$ cat src/rtl/mem_port_arbiter4.sv
// Round-robin arbiter/sequencer sharing one valid/ready memory port between four requesters,
// with per-requester done pulses, registered read data and a watchdog abort.
module mem_port_arbiter4 #(
   parameter int unsigned W     = 32,
   parameter int unsigned TMO_W = 4
) (
   input  logic           clk,
   input  logic           rst_n,
   input  logic [3:0]     req,
   input  logic [3:0]     we,
   input  logic [4*W-1:0] addr_flat,
   input  logic [4*W-1:0] wdata_flat,
   output logic [3:0]     gnt,
   output logic [3:0]     done,
   output logic           err,
   output logic [W-1:0]   rdata,
   output logic [1:0]     sel,
   output logic           busy,
   output logic           mem_valid,
   output logic           mem_we,
   output logic [W-1:0]   mem_addr,
   output logic [W-1:0]   mem_wdata,
   input  logic           mem_ready,
   input  logic [W-1:0]   mem_rdata
);

   typedef enum logic [1:0] {StIdle, StIssue, StResp} state_e;

   // Last watchdog value before expiry: ISSUE lasts at most 2^TMO_W-1 cycles.
   localparam logic [TMO_W-1:0] WdogLast = {{(TMO_W-1){1'b1}}, 1'b0};

   state_e           state_q;
   logic [1:0]       ptr_q;
   logic [TMO_W-1:0] wdog_q;
   logic [1:0]       pick;
   logic [1:0]       idx;
   logic             found;

   // First requesting index at or above ptr, wrapping modulo 4.
   always_comb begin
      pick  = ptr_q;
      idx   = ptr_q;
      found = 1'b0;
      for (int k = 0; k < 4; k++) begin
         idx = ptr_q + 2'(k);
         if (!found && req[idx]) begin
            pick  = idx;
            found = 1'b1;
         end
      end
   end

   always_ff @(posedge clk or negedge rst_n) begin
      if (!rst_n) begin
         state_q   <= StIdle;
         ptr_q     <= 2'd0;
         sel       <= 2'd0;
         wdog_q    <= '0;
         gnt       <= 4'b0000;
         done      <= 4'b0000;
         err       <= 1'b0;
         rdata     <= '0;
         busy      <= 1'b0;
         mem_valid <= 1'b0;
      end else begin
         done <= 4'b0000;
         err  <= 1'b0;
         unique case (state_q)
            StIdle: begin
               if (found) begin
                  sel       <= pick;
                  gnt       <= 4'b0001 << pick;
                  wdog_q    <= '0;
                  busy      <= 1'b1;
                  mem_valid <= 1'b1;
                  state_q   <= StIssue;
               end
            end
            StIssue: begin
               if (mem_ready) begin
                  rdata     <= mem_rdata;
                  done      <= 4'b0001 << sel;
                  mem_valid <= 1'b0;
                  state_q   <= StResp;
               end else if (wdog_q == WdogLast) begin
                  // Timed out: complete with err and leave rdata untouched.
                  err       <= 1'b1;
                  done      <= 4'b0001 << sel;
                  mem_valid <= 1'b0;
                  state_q   <= StResp;
               end else begin
                  wdog_q <= wdog_q + TMO_W'(1);
               end
            end
            StResp: begin
               ptr_q   <= sel + 2'd1;
               gnt     <= 4'b0000;
               busy    <= 1'b0;
               state_q <= StIdle;
            end
            default: begin
               state_q   <= StIdle;
               gnt       <= 4'b0000;
               busy      <= 1'b0;
               mem_valid <= 1'b0;
            end
         endcase
      end
   end

   // 4:1 steering of the granted requester onto the shared port.
   always_comb begin
      mem_we    = we[0];
      mem_addr  = addr_flat[0 +: W];
      mem_wdata = wdata_flat[0 +: W];
      unique case (sel)
         2'd0: begin
            mem_we    = we[0];
            mem_addr  = addr_flat[0 +: W];
            mem_wdata = wdata_flat[0 +: W];
         end
         2'd1: begin
            mem_we    = we[1];
            mem_addr  = addr_flat[W +: W];
            mem_wdata = wdata_flat[W +: W];
         end
         2'd2: begin
            mem_we    = we[2];
            mem_addr  = addr_flat[2*W +: W];
            mem_wdata = wdata_flat[2*W +: W];
         end
         2'd3: begin
            mem_we    = we[3];
            mem_addr  = addr_flat[3*W +: W];
            mem_wdata = wdata_flat[3*W +: W];
         end
         default: ;
      endcase
   end

endmodule

$ cat config.mk
export PLATFORM = sky130hd
export DESIGN_NAME = mem_port_arbiter4
export DESIGN_NICKNAME = d
export VERILOG_FILES = /design/src/rtl/mem_port_arbiter4.sv
export SDC_FILE = /design/constraint.sdc
export NUM_CORES = 1
export LEC_CHECK = 0
export ABC_AREA = 1
export ABC_CLOCK_PERIOD_IN_PS = 2250
export CORE_AREA = 2 2 160 162
export CTS_CLUSTER_DIAMETER = 100
export DETAILED_ROUTE_END_ITERATION = 8
export DIE_AREA = 0 0 162 164
export GPL_ROUTABILITY_DRIVEN = 0
export PLACE_DENSITY = 0.51
export SLEW_MARGIN = 20
export SYNTH_ARGS = -nofsm -noshare
export SYNTH_HDL_FRONTEND = slang
export SYNTH_SLANG_ARGS = --single-unit
$ cat constraint.sdc
create_clock -name clk -period 2.25 [get_ports clk]
set_clock_uncertainty 0.1 [all_clocks]
set_input_delay 0.225 -clock clk [delete_from_list [all_inputs] [get_ports clk]]
set_output_delay 0.225 -clock clk [all_outputs]
set_load 0.02 [all_outputs]
==> impl_metrics.prom <==
# TYPE chip_impl_metric gauge
chip_impl_metric{name="vias_per_cell",unit=""} 4.29
chip_impl_metric{name="worst-slew-pin-transition",unit="ps"} 485
chip_impl_metric{name="maxClockFrequency",unit="GHz"} 0.458
chip_impl_metric{name="floorplan.die_area",unit="um2"} 26600
chip_impl_metric{name="cp.arrival",unit="ps"} 1860
chip_impl_metric{name="num-fill-cells",unit=""} 2610
chip_impl_info{name="classification_of_the_worst_slack_hold_path",value="input port to asynchronous set/reset pin"} 1
chip_impl_metric{name="netlist-cell-type-count",unit=""} 27
chip_impl_metric{name="remaining_drc_errors",unit=""} 0
chip_impl_info{name="busiest_layer",value="met2"} 1
chip_impl_metric{name="syn-mean-instance-area",unit="um2"} 7.59
chip_impl_metric{name="synth-seq-area-share",unit="%"} 32.5
chip_impl_metric{name="placedCellCount",unit=""} 1258
chip_impl_info{name="status",value="finished, final reports clean"} 1
chip_impl_metric{name="first_iter_violations",unit=""} 270
chip_impl_metric{name="power_density",unit="nW/um2"} 1280
chip_impl_metric{name="multi_input_area",unit="um2"} 2590
chip_impl_metric{name="report.final.slew_viol_count",unit=""} 0
chip_impl_metric{name="worst_voltage_drop_across_the_vdd_grid",unit="V"} 0.000692
chip_impl_metric{name="postSynthNetCount",unit=""} 844
chip_impl_metric{name="ys_seq_elements",unit=""} 53
chip_impl_metric{name="post-route-util",unit="%"} 36.0
chip_impl_info{name="post_synth_main_area_contributors",value="dfrtp_1 32%, a22o_1 14%, nand2_1 12%"} 1
chip_impl_metric{name="h-tree-depth",unit=""} 2
chip_impl_metric{name="timing.max_cap.violations",unit=""} 0
chip_impl_metric{name="setup.reg_to_reg.worst_slack",unit="ps"} 320
chip_impl_info{name="critical_path.reg2reg.endpoint",value="gnt[1]"} 1
chip_impl_metric{name="setup_viol",unit=""} 0
chip_impl_metric{name="cts_inserted_buffers",unit=""} 5
chip_impl_info{name="endpoint_kind",value="output pin"} 1
chip_impl_metric{name="hold_violations",unit=""} 0
chip_impl_metric{name="global_route.usage.met3",unit="%"} 3.69
chip_impl_metric{name="clock_path_buffers",unit=""} 2
chip_impl_metric{name="leak_pwr",unit="nW"} 3.76
chip_impl_metric{name="grtUsageTotal",unit="%"} 15.6
chip_impl_metric{name="row_count",unit=""} 58
chip_impl_info{name="timing.rr.start",value="ptr_q[0]"} 1
chip_impl_metric{name="routedWlPerCell",unit="um"} 17.9
chip_impl_metric{name="grt_start_max_net_pins",unit=""} 36
chip_impl_metric{name="clock_transition_at_the_register_clock_pins_on_the_worst_setup_and_hold_paths_after_cts",unit="ps"} 70
chip_impl_metric{name="grt_use_met1",unit="%"} 18.1
chip_impl_metric{name="num_vias",unit=""} 5500
chip_impl_metric{name="period_minus_slack",unit="ps"} 2180
chip_impl_metric{name="drt_pre_antenna_iters",unit=""} 4
chip_impl_metric{name="io_buffer_count",unit=""} 408
chip_impl_metric{name="worstSkewPairLatency",unit="ps"} 290
chip_impl_metric{name="design.final.nets",unit=""} 1252
chip_impl_metric{name="r2r.worst_path.cells",unit=""} 12
chip_impl_metric{name="antenna_violating_nets_post_route",unit=""} 0
chip_impl_info{name="crit_type",value="register to output pin"} 1
chip_impl_info{name="post-synth-top-area-cell",value="dfrtp_1"} 1
chip_impl_metric{name="fp.dieH",unit="um"} 164
chip_impl_metric{name="yosysWarnings",unit=""} 0
chip_impl_metric{name="antenna_found_initial",unit=""} 5
chip_impl_metric{name="gr-usage-met2",unit="%"} 28.7
chip_impl_metric{name="maxSlewHeadroom",unit="%"} 67.6
chip_impl_metric{name="design.core.area",unit="um2"} 24800
chip_impl_metric{name="post_synth_instance_area",unit="um2"} 4080
chip_impl_metric{name="postRouteWirelength",unit="um"} 23000
chip_impl_metric{name="grt_overflow_total",unit=""} 0
chip_impl_metric{name="cts_sinks",unit=""} 53
chip_impl_metric{name="crit_path_max_fanout",unit=""} 31
chip_impl_metric{name="regArea",unit="um2"} 1330
chip_impl_metric{name="dp.final_hpwl",unit="um"} 17400
chip_impl_metric{name="drive_gt1_share",unit="%"} 18.3
chip_impl_metric{name="synthDominantCellAreaShare",unit="%"} 32.5
chip_impl_metric{name="stdcell_count",unit=""} 1282
chip_impl_info{name="critPathLaunchType",value="register"} 1
chip_impl_metric{name="starting_density_of_the_core",unit="%"} 16.4
chip_impl_info{name="cts.root.buffer_cell",value="clkbuf_16"} 1
chip_impl_info{name="tritoncts_clock_tree",value="done"} 1
chip_impl_metric{name="fin_crit_share",unit="%"} 96.9
chip_impl_metric{name="grt_pass1_vias",unit=""} 5368
chip_impl_metric{name="die_width",unit="um"} 162
chip_impl_metric{name="layout-area-overhead-vs-synth",unit="%"} 119
chip_impl_metric{name="io_pins",unit=""} 409
chip_impl_metric{name="syn_inst",unit=""} 538
chip_impl_metric{name="required",unit="ps"} 1920
chip_impl_metric{name="grt_first_pass_wirelength",unit="um"} 32000
-- through the flow --
stage	power, mW	setup TNS (ps)	hold slack (ps)	worst slack, ps	cell area (um2)
after detailed placement	10.5	-757	116	-88.5	8710
after global placement	10.5	-289	114	-64.6	8710
final	11.5	0	317	68.6	8940
after global routing	12.3	-5.51	357	-2.60	8940
after floorplan	6.35	0	-171	20.5	4080
after CTS	11.2	-176	326	-69.0	8830
-- where the power goes --
group,internal (mW),switching (mW)
combinational,3.97,4.92
sequential,1.37,0.255
clock,0.635,0.331
total,5.97,5.50
-- final cells by class --
class                           count  area share [%]
Timing Repair Buffer              441            48.3
Antenna cell                        5           0.140
Clock buffer                        5            1.40
Inverter                           23           0.994
Tap cell                          330            4.62
Clock inverter                      3           0.728
Sequential cell                    53            14.8
Multi-Input combinational cell    422            28.9
-- layout by cell type, fill, tap and decap left out, types with 7 or more instances in the layout --
| cell type | netlist | routed |
|---|---|---|
| a21oi_1 | 67 | 61 |
| a22o_1 | 65 | 65 |
| buf_12 | 0 | 11 |
| buf_2 | 3 | 36 |
| buf_4 | 1 | 26 |
| clkbuf_16 | 0 | 9 |
| clkbuf_2 | 0 | 12 |
| clkdlybuf4s50_1 | 0 | 342 |
| dfrtp_1 | 53 | 52 |
| inv_1 | 18 | 16 |
| mux2_2 | 32 | 32 |
| nand2_1 | 130 | 130 |
| nand2_2 | 7 | 7 |
| nand3_1 | 15 | 15 |
| nor2_1 | 14 | 14 |
| o21ai_1 | 5 | 66 |
-- sequential cells by signal, indices dropped and copies added, names as in the netlist --
name,count
rdata,32
ptr_q,2
wdog_q,4
state_q,2
mem_valid,1
gnt,4
busy,1
err,1
sel,2
done,4
-- how the worst max path moves through the flow --
stage / start / endpoint / depth (start not counted)
after global placement: sel[0] / mem_wdata[30] / 7
after floorplan: sel[0] / mem_wdata[30] / 7
after CTS: sel[0] / mem_wdata[0] / 7
after detailed placement: sel[0] / mem_wdata[30] / 7
final: sel[1] / mem_addr[27] / 6
after global routing: sel[1] / mem_addr[27] / 6
-- cell families after synthesis --
family | after synthesis | share of synthesized area [%]
xor gates and xnor gates | 2 | 0.429
DFF | 53 | 32.5
adders and majority gates | 7 | 2.15
buffers and inverters | 63 | 6.22
muxes | 32 | 8.83
and+or+nand+nor | 177 | 18.6
AOI/OAI and AO/OA | 204 | 31.3
-- synthesized netlist by cell type --
| cell type | count |
|---|---|
| o21ai_4 | 1 |
| a21oi_1 | 67 |
| inv_2 | 4 |
| ha_1 | 7 |
| clkbuf_1 | 26 |
| buf_6 | 1 |
| nand2_2 | 7 |
| nor2_1 | 14 |
| buf_4 | 1 |
| nor3_1 | 1 |
| nand3_2 | 2 |
| nor2_4 | 2 |
| nand2_4 | 1 |
| buf_1 | 9 |
| nand2_1 | 130 |
| inv_1 | 18 |
| nand3_1 | 15 |
| o21ai_1 | 5 |
| dfrtp_1 | 53 |
| o21ai_0 | 66 |
| buf_2 | 3 |
| nand3_4 | 1 |
| inv_4 | 1 |
| a22o_1 | 65 |
| mux2_2 | 32 |
| xor2_1 | 2 |
| nand4_1 | 4 |
-- layer usage --
layer  wire [um]  vias up
li1            -     2715
met2       11800      222
met5           0        -
met3        1660       25
met1        8990     2538
met4         518        0
-- critical path: stages, from the launching register on --
cell and delay [ps]:
dfrtp_2 450, ha_2 220, buf_12 170, a22o_1 240
a21oi_1 110, o21ai_1 70, clkdlybuf4s15_1 280
-- repair_timing --
item,in CTS,in global routing
buffers inserted,3,1
resized for setup,216,59
endpoints found under the hold margin,18,0
pin swaps,0,1
endpoints found under the setup margin,62,65
hold buffers,1,0
cloned,2,4
(Power assumes the default switching activity.)
